==> src/rtl/wfq_flow_service_meter.sv <==
// Per-flow byte meter tapping the WFQ dequeue path; observe-only, never back-pressures.
// Counting happens RD_LATENCY cycles after each read strobe; readback is registered with 1-cycle latency.
module wfq_flow_service_meter #(
  parameter int NUM_FLOWS    = 16,
  parameter int FLOW_ID_W    = 13,
  parameter int DATA_W       = 64,
  parameter int RD_LATENCY   = 7,
  parameter int WORD_BYTES   = 8,
  parameter int CNT_W        = 32,
  parameter int WINDOW_WORDS = 0,
  parameter int SEL_W        = $clog2(NUM_FLOWS + 2)
) (
  input  logic              clk,
  input  logic              rst,
  input  logic              in_rd_packet_req,
  input  logic [DATA_W-1:0] in_packet_data,
  input  logic              in_start,
  input  logic              in_stop,
  input  logic [SEL_W-1:0]  in_rd_sel,
  input  logic              in_rd_en,
  output logic [CNT_W-1:0]  out_rd_count,
  output logic              out_rd_valid,
  output logic              out_running,
  output logic              out_window_done
);

  typedef enum logic [1:0] {IDLE, RUN, DONE} state_t;

  localparam logic [CNT_W-1:0] CNT_MAX = '1;
  localparam logic [CNT_W-1:0] WIN_LIM = CNT_W'(WINDOW_WORDS);
  localparam logic [CNT_W-1:0] BYTES   = CNT_W'(WORD_BYTES);
  localparam logic [CNT_W-1:0] ONE     = CNT_W'(1);

  state_t                state;
  state_t                state_nxt;
  logic [RD_LATENCY-1:0] req_dly;
  logic                  sample_v;
  logic                  win_full;
  logic                  count_en;
  logic                  id_hit;
  logic [FLOW_ID_W-1:0]  flow_id;
  logic [CNT_W-1:0]      cnt [NUM_FLOWS];
  logic [CNT_W-1:0]      total;
  logic [CNT_W-1:0]      miss_cnt;
  logic [CNT_W-1:0]      word_cnt;
  logic [CNT_W-1:0]      rd_mux;

  function automatic logic [CNT_W-1:0] sat_add(input logic [CNT_W-1:0] a,
                                               input logic [CNT_W-1:0] b);
    logic [CNT_W:0] s;
    s = {1'b0, a} + {1'b0, b};
    return s[CNT_W] ? CNT_MAX : s[CNT_W-1:0];
  endfunction

  // Delay line is deliberately not flushed by in_start: reads already in flight still land.
  always_ff @(posedge clk or negedge rst) begin
    if (!rst) begin
      req_dly <= '0;
    end else begin
      req_dly[0] <= in_rd_packet_req;
      for (int i = 1; i < RD_LATENCY; i++) begin
        req_dly[i] <= req_dly[i-1];
      end
    end
  end

  assign sample_v = req_dly[RD_LATENCY-1];
  assign flow_id  = in_packet_data[FLOW_ID_W-1:0];
  assign id_hit   = (in_packet_data[DATA_W-1:FLOW_ID_W] == '0) &&
                    (flow_id < FLOW_ID_W'(NUM_FLOWS));
  // Once the window limit is reached no further samples are taken, even before DONE lands.
  assign win_full = (WINDOW_WORDS != 0) && (word_cnt >= WIN_LIM);
  assign count_en = (state == RUN) && sample_v && !in_start && !win_full;

  always_ff @(posedge clk or negedge rst) begin
    if (!rst) begin
      state <= IDLE;
    end else begin
      state <= state_nxt;
    end
  end

  always_comb begin
    state_nxt = state;
    case (state)
      IDLE:    if (in_start) state_nxt = RUN;
      RUN: begin
        if (in_start)                 state_nxt = RUN;
        else if (in_stop || win_full) state_nxt = DONE;
      end
      DONE:    if (in_start) state_nxt = RUN;
      default: state_nxt = IDLE;
    endcase
  end

  always_comb begin
    out_running     = (state == RUN);
    out_window_done = (state == DONE);
  end

  always_ff @(posedge clk or negedge rst) begin
    if (!rst) begin
      for (int f = 0; f < NUM_FLOWS; f++) cnt[f] <= '0;
      total    <= '0;
      miss_cnt <= '0;
      word_cnt <= '0;
    end else if (in_start) begin
      for (int f = 0; f < NUM_FLOWS; f++) cnt[f] <= '0;
      total    <= '0;
      miss_cnt <= '0;
      word_cnt <= '0;
    end else if (count_en) begin
      total    <= sat_add(total, BYTES);
      word_cnt <= sat_add(word_cnt, ONE);
      if (id_hit) begin
        for (int f = 0; f < NUM_FLOWS; f++) begin
          if (flow_id == FLOW_ID_W'(f)) cnt[f] <= sat_add(cnt[f], BYTES);
        end
      end else begin
        miss_cnt <= sat_add(miss_cnt, ONE);
      end
    end
  end

  always_comb begin
    rd_mux = '0;
    if (in_rd_sel == SEL_W'(NUM_FLOWS)) begin
      rd_mux = total;
    end else if (in_rd_sel == SEL_W'(NUM_FLOWS + 1)) begin
      rd_mux = miss_cnt;
    end else begin
      for (int f = 0; f < NUM_FLOWS; f++) begin
        if (in_rd_sel == SEL_W'(f)) rd_mux = cnt[f];
      end
    end
  end

  // Sampled from the current registers, so a read racing an update returns the old value.
  always_ff @(posedge clk or negedge rst) begin
    if (!rst) begin
      out_rd_count <= '0;
      out_rd_valid <= 1'b0;
    end else begin
      out_rd_valid <= in_rd_en;
      if (in_rd_en) out_rd_count <= rd_mux;
    end
  end

endmodule

==> config.mk <==
export PLATFORM = sky130hd
export DESIGN_NAME = wfq_flow_service_meter
export DESIGN_NICKNAME = d
export VERILOG_FILES = /design/src/rtl/wfq_flow_service_meter.sv
export SDC_FILE = /design/constraint.sdc
export NUM_CORES = 2
export LEC_CHECK = 0
export BUFFER_PORTS_ARGS = -buffer_cell sky130_fd_sc_hd__buf_2
export CAP_MARGIN = 20
export CORE_MARGIN = 4
export CORE_UTILIZATION = 30
export CTS_BUF_LIST = sky130_fd_sc_hd__clkbuf_2
export DETAILED_ROUTE_END_ITERATION = 8
export GPL_TIMING_DRIVEN = 0
export PLACE_DENSITY = 0.45
export SLEW_MARGIN = 15
export SYNTH_ARGS = -nofsm -noshare
export SYNTH_HDL_FRONTEND = slang
export SYNTH_SLANG_ARGS = --single-unit
==> constraint.sdc <==
create_clock -name clk -period 2.8 [get_ports clk]
set_input_delay 0.56 -clock clk [delete_from_list [all_inputs] [get_ports clk]]
set_output_delay 0.56 -clock clk [all_outputs]
set_load 0.02 [all_outputs]
==> impl_metrics.prom <==
# TYPE chip_impl_metric gauge
chip_impl_metric{name="hold_path_depth",unit=""} 8
chip_impl_metric{name="critPathMaxStageDelay",unit="ns"} 0.47
chip_impl_metric{name="tritoncts.num_buffers",unit=""} 182
chip_impl_info{name="setup.worst_path.class",value="flip-flop to output pin"} 1
chip_impl_metric{name="period_share",unit=""} 1.109
chip_impl_metric{name="netlist.area_leader.share",unit=""} 0.3731
chip_impl_info{name="crit_path_start_kind",value="flip-flop"} 1
chip_impl_metric{name="syn-num-nets",unit=""} 4835
chip_impl_metric{name="max_cap_violations",unit=""} 0
chip_impl_info{name="crit_chain",value="buf_6"} 1
chip_impl_info{name="timing.hold.worst.class",value="input port to flip-flop"} 1
chip_impl_metric{name="worst_r2r_path_depth",unit=""} 13
chip_impl_metric{name="combPwrFrac",unit=""} 0.133
chip_impl_metric{name="area.growth.synth_to_final",unit="%"} 24.28
chip_impl_info{name="worstReg2RegStart",value="state[1]"} 1
chip_impl_metric{name="htreeDepth",unit=""} 4
chip_impl_metric{name="die_area",unit="um^2"} 136400
chip_impl_metric{name="pwr-share-seq",unit=""} 0.470
chip_impl_metric{name="fin_skew",unit="ns"} 0.2637
chip_impl_metric{name="worst_slew_margin_rel",unit=""} 0.04680
chip_impl_metric{name="finalNetCount",unit=""} 5369
chip_impl_metric{name="regToRegSetupSlack",unit="ns"} -0.18
chip_impl_metric{name="cp.arrival",unit="ns"} 2.55
chip_impl_metric{name="leakagePower",unit="uW"} 0.02077
chip_impl_metric{name="synth_edf_count",unit=""} 0
chip_impl_info{name="worst_setup_path_end_kind",value="output pin"} 1
chip_impl_info{name="critPathSlowestCell",value="sky130_fd_sc_hd__dfrtp_1"} 1
chip_impl_info{name="status",value="finished with violations"} 1
chip_impl_metric{name="grt_pass1_vias",unit=""} 41471
chip_impl_info{name="ys_top_cells_by_count",value="sky130_fd_sc_hd__dfrtp_1, sky130_fd_sc_hd__nand2_1, sky130_fd_sc_hd__nor2_1"} 1
chip_impl_info{name="cts-root-buf",value="sky130_fd_sc_hd__clkbuf_2"} 1
chip_impl_info{name="grt_setup_unrepaired",value="yes"} 1
chip_impl_metric{name="finalSetupViolCount",unit=""} 202
chip_impl_metric{name="fin_worst_hold_slack",unit="ns"} 0.1008
chip_impl_metric{name="setup_ws",unit="ns"} -0.3057
chip_impl_metric{name="grt_overflow",unit=""} 0
chip_impl_metric{name="final.setup.tns",unit="ns"} -19.11
chip_impl_metric{name="syn-mean-instance-area",unit="um^2"} 8.261
chip_impl_metric{name="fp-row-count",unit=""} 132
chip_impl_metric{name="grt.total_usage",unit=""} 0.3645
chip_impl_metric{name="routed_wire_length_per_instance",unit="um"} 36.13
chip_impl_metric{name="initial_antenna_violation_count",unit=""} 24
chip_impl_metric{name="count_of_filler_cells_inserted_in_the_layout",unit=""} 13715
chip_impl_info{name="post-synth-top-area-cell",value="sky130_fd_sc_hd__dfrtp_1"} 1
chip_impl_metric{name="crit_buf_inv",unit=""} 1
chip_impl_metric{name="power.clock.fraction",unit=""} 0.398
chip_impl_metric{name="place_hpwl",unit="mm"} 192.5
chip_impl_metric{name="total_routed_length",unit="mm"} 259.3
chip_impl_info{name="violations",value="negative setup slack"} 1
chip_impl_metric{name="final-hold-violation-count",unit=""} 0
chip_impl_metric{name="grt_first_pass_wirelength",unit="mm"} 346.6
chip_impl_metric{name="ctsLongestPathBuffers",unit=""} 3
chip_impl_metric{name="period_needed",unit="ns"} 3.106
chip_impl_metric{name="power.ir.vdd_worst",unit="V"} 0.0004326
chip_impl_metric{name="async_reset_ff_frac",unit=""} 1.000
chip_impl_info{name="path_delay_family",value="flip-flops"} 1
chip_impl_info{name="yosys.cell_count.top_type",value="sky130_fd_sc_hd__dfrtp_1"} 1
chip_impl_metric{name="core-area",unit="um^2"} 129600
chip_impl_metric{name="timing.fmax",unit="GHz"} 0.3220
chip_impl_metric{name="via_density_per_instance",unit=""} 6.308
chip_impl_info{name="worstSetupStartpoint",value="out_rd_count[25]"} 1
chip_impl_metric{name="number_of_routed_nets_with_antenna_violations",unit=""} 0
chip_impl_info{name="clock_tree_from_tritoncts",value="done"} 1
chip_impl_metric{name="max_slew.worst_pin.slew",unit="ns"} 1.430
chip_impl_metric{name="initial_utilization",unit=""} 0.3021
chip_impl_metric{name="io_pins",unit=""} 110
chip_impl_metric{name="grt_max_degree",unit=""} 90
chip_impl_metric{name="netlist-cell-type-count",unit=""} 93
chip_impl_metric{name="clock-sinks",unit=""} 584
chip_impl_metric{name="power.density_cell_area",unit="nW/um^2"} 377.9
chip_impl_metric{name="globalplace.congestion",unit=""} 1.057
chip_impl_metric{name="power.total",unit="uW"} 18400
chip_impl_metric{name="largest_fanout_on_the_critical_path",unit=""} 2
chip_impl_info{name="setup.worst_path.end",value="out_rd_count[25]"} 1
chip_impl_metric{name="power.internal",unit="uW"} 11860
chip_impl_metric{name="clk_pin_slew",unit="ns"} 0.14
chip_impl_metric{name="drtIter0Drc",unit=""} 6195
chip_impl_info{name="synth_top_flop_cell",value="sky130_fd_sc_hd__dfrtp_1"} 1
chip_impl_metric{name="routed-via-count",unit=""} 45268
chip_impl_metric{name="layout_cell_share_with_drive_strength_beyond_1",unit=""} 0.1993
chip_impl_metric{name="chipWidth",unit="um"} 369.4
chip_impl_metric{name="dr.pass1.iters",unit=""} 6
chip_impl_metric{name="sw_frac_of_total",unit=""} 0.3553
chip_impl_metric{name="synthesis.instances",unit=""} 4742
chip_impl_metric{name="finalMaxSlewViolations",unit=""} 0
chip_impl_metric{name="place.port_buffers",unit=""} 104
chip_impl_metric{name="power_switching",unit="uW"} 6536
chip_impl_info{name="worst_r2r_endpoint",value="cnt[434]"} 1
chip_impl_metric{name="synth_sequential_area_ratio",unit=""} 0.3731
chip_impl_metric{name="synth.ff_latch_count",unit=""} 584
chip_impl_metric{name="synth.yosys.warnings",unit=""} 0
chip_impl_metric{name="cp_data_required_time",unit="ns"} 2.24
chip_impl_metric{name="die_y",unit="um"} 369.4
chip_impl_metric{name="detail_route.drc_violations",unit=""} 0
chip_impl_metric{name="layout.core_utilization",unit=""} 0.3755
chip_impl_metric{name="worstSetupPathDepth",unit=""} 1
chip_impl_metric{name="clkLatencyLatePin",unit="ns"} 1.91
chip_impl_info{name="netlist_top_cells_area",value="sky130_fd_sc_hd__dfrtp_1, sky130_fd_sc_hd__mux2i_1, sky130_fd_sc_hd__nand2_1, sky130_fd_sc_hd__nor2_1, sky130_fd_sc_hd__nor3_1"} 1
chip_impl_metric{name="synth_area",unit="um^2"} 39170
sequential cells by signal, summed over array words and instances, names as in the netlist:
register      count
out_rd_valid      1
state             2
miss_cnt         32
cnt             480
total            30
out_rd_count     32
req_dly           7
worst min-delay path by stage:
stage,startpoint,to
global route,in_packet_data[0],cnt[73]
finish,in_packet_data[43],cnt[92]
floorplan,rst,cnt[100]
detailed placement,req_dly[2],req_dly[3]
global placement,req_dly[0],req_dly[1]
CTS,in_rd_sel[3],out_rd_count[7]
cells by family after synthesis:
family,share of synthesized area
and+or+nand+nor,0.3117
AOI/OAI and AO/OA,0.1588
DFF,0.3731
buffers and inverters,0.04513
muxes,0.07583
xor gates and xnor gates,0.02974
adders and majority gates,0.005749
routing by layer:
metal  track usage  up-vias  part of all wire
li1              -    18704                 -
met1        0.4814    22765              0.40
met2        0.5282     2998              0.41
met3       0.08579      799              0.11
met4        0.2447        2             0.083
met5             0        -          0.000050
placed cells by master, fill, tap and decap left out, drive strengths merged, types with 15 or more instances in the layout:
master,instances
or3,41
nor2,424
nand2,529
mux2,30
mux2i,254
nor3,293
o221ai,17
a311oi,27
inv,127
nor4,164
a41oi,21
dfrtp,584
a21o,17
xnor2,96
o311a,34
a211oi,32
dlygate4sd3,50
o211ai,24
o21ai,290
a31oi,45
clkinv,47
or4,15
a221oi,23
a22oi,28
buf,373
and4,46
clkbuf,501
a21oi,223
nor2b,189
xor2,37
and3,104
ha,18
and2,19
nand4,140
nand3,259
o22ai,49
diode,31
through the flow:
step	area, um^2	setup WS [ns]	cells
after floorplan	39190	-0.03730	4742
after global placement	41890	-12.92	6588
after detailed placement	42650	-2.425	6623
after CTS	46200	-0.4570	7042
after global routing	48630	-0.4037	7153
final	48680	-0.3057	7176
power by group through the flow:
stage | logic, uW | clock network (uW) | registers (uW)
after CTS | 2270 | 7440 | 8630
final | 2440 | 7320 | 8640
after floorplan | 749 | 0 | 8800
after global placement | 1980 | 0 | 8800
after detailed placement | 2070 | 0 | 8790
after global routing | 2470 | 7860 | 8650
final cells by class:
type	count	area (um^2)	area share
Clock buffer	256	1281	0.02632
Sequential cell	584	14620	0.3004
Tap cell	1742	2180	0.04477
Clock inverter	55	304.0	0.006245
Inverter	121	454.2	0.009329
Buffer	314	1642	0.03372
Antenna cell	31	77.57	0.001593
Multi-Input combinational cell	3712	24590	0.5052
Timing Repair Buffer	361	3530	0.07250
timing repair:
item	CTS	global route
endpoints found under the setup margin	566	571
hold buffers	53	5
endpoints found under the hold margin	943	9
gates cloned	0	11
resized for setup	253	377
setup buffers	61	90
pin swaps	29	75
(Power assumes the default switching activity.)
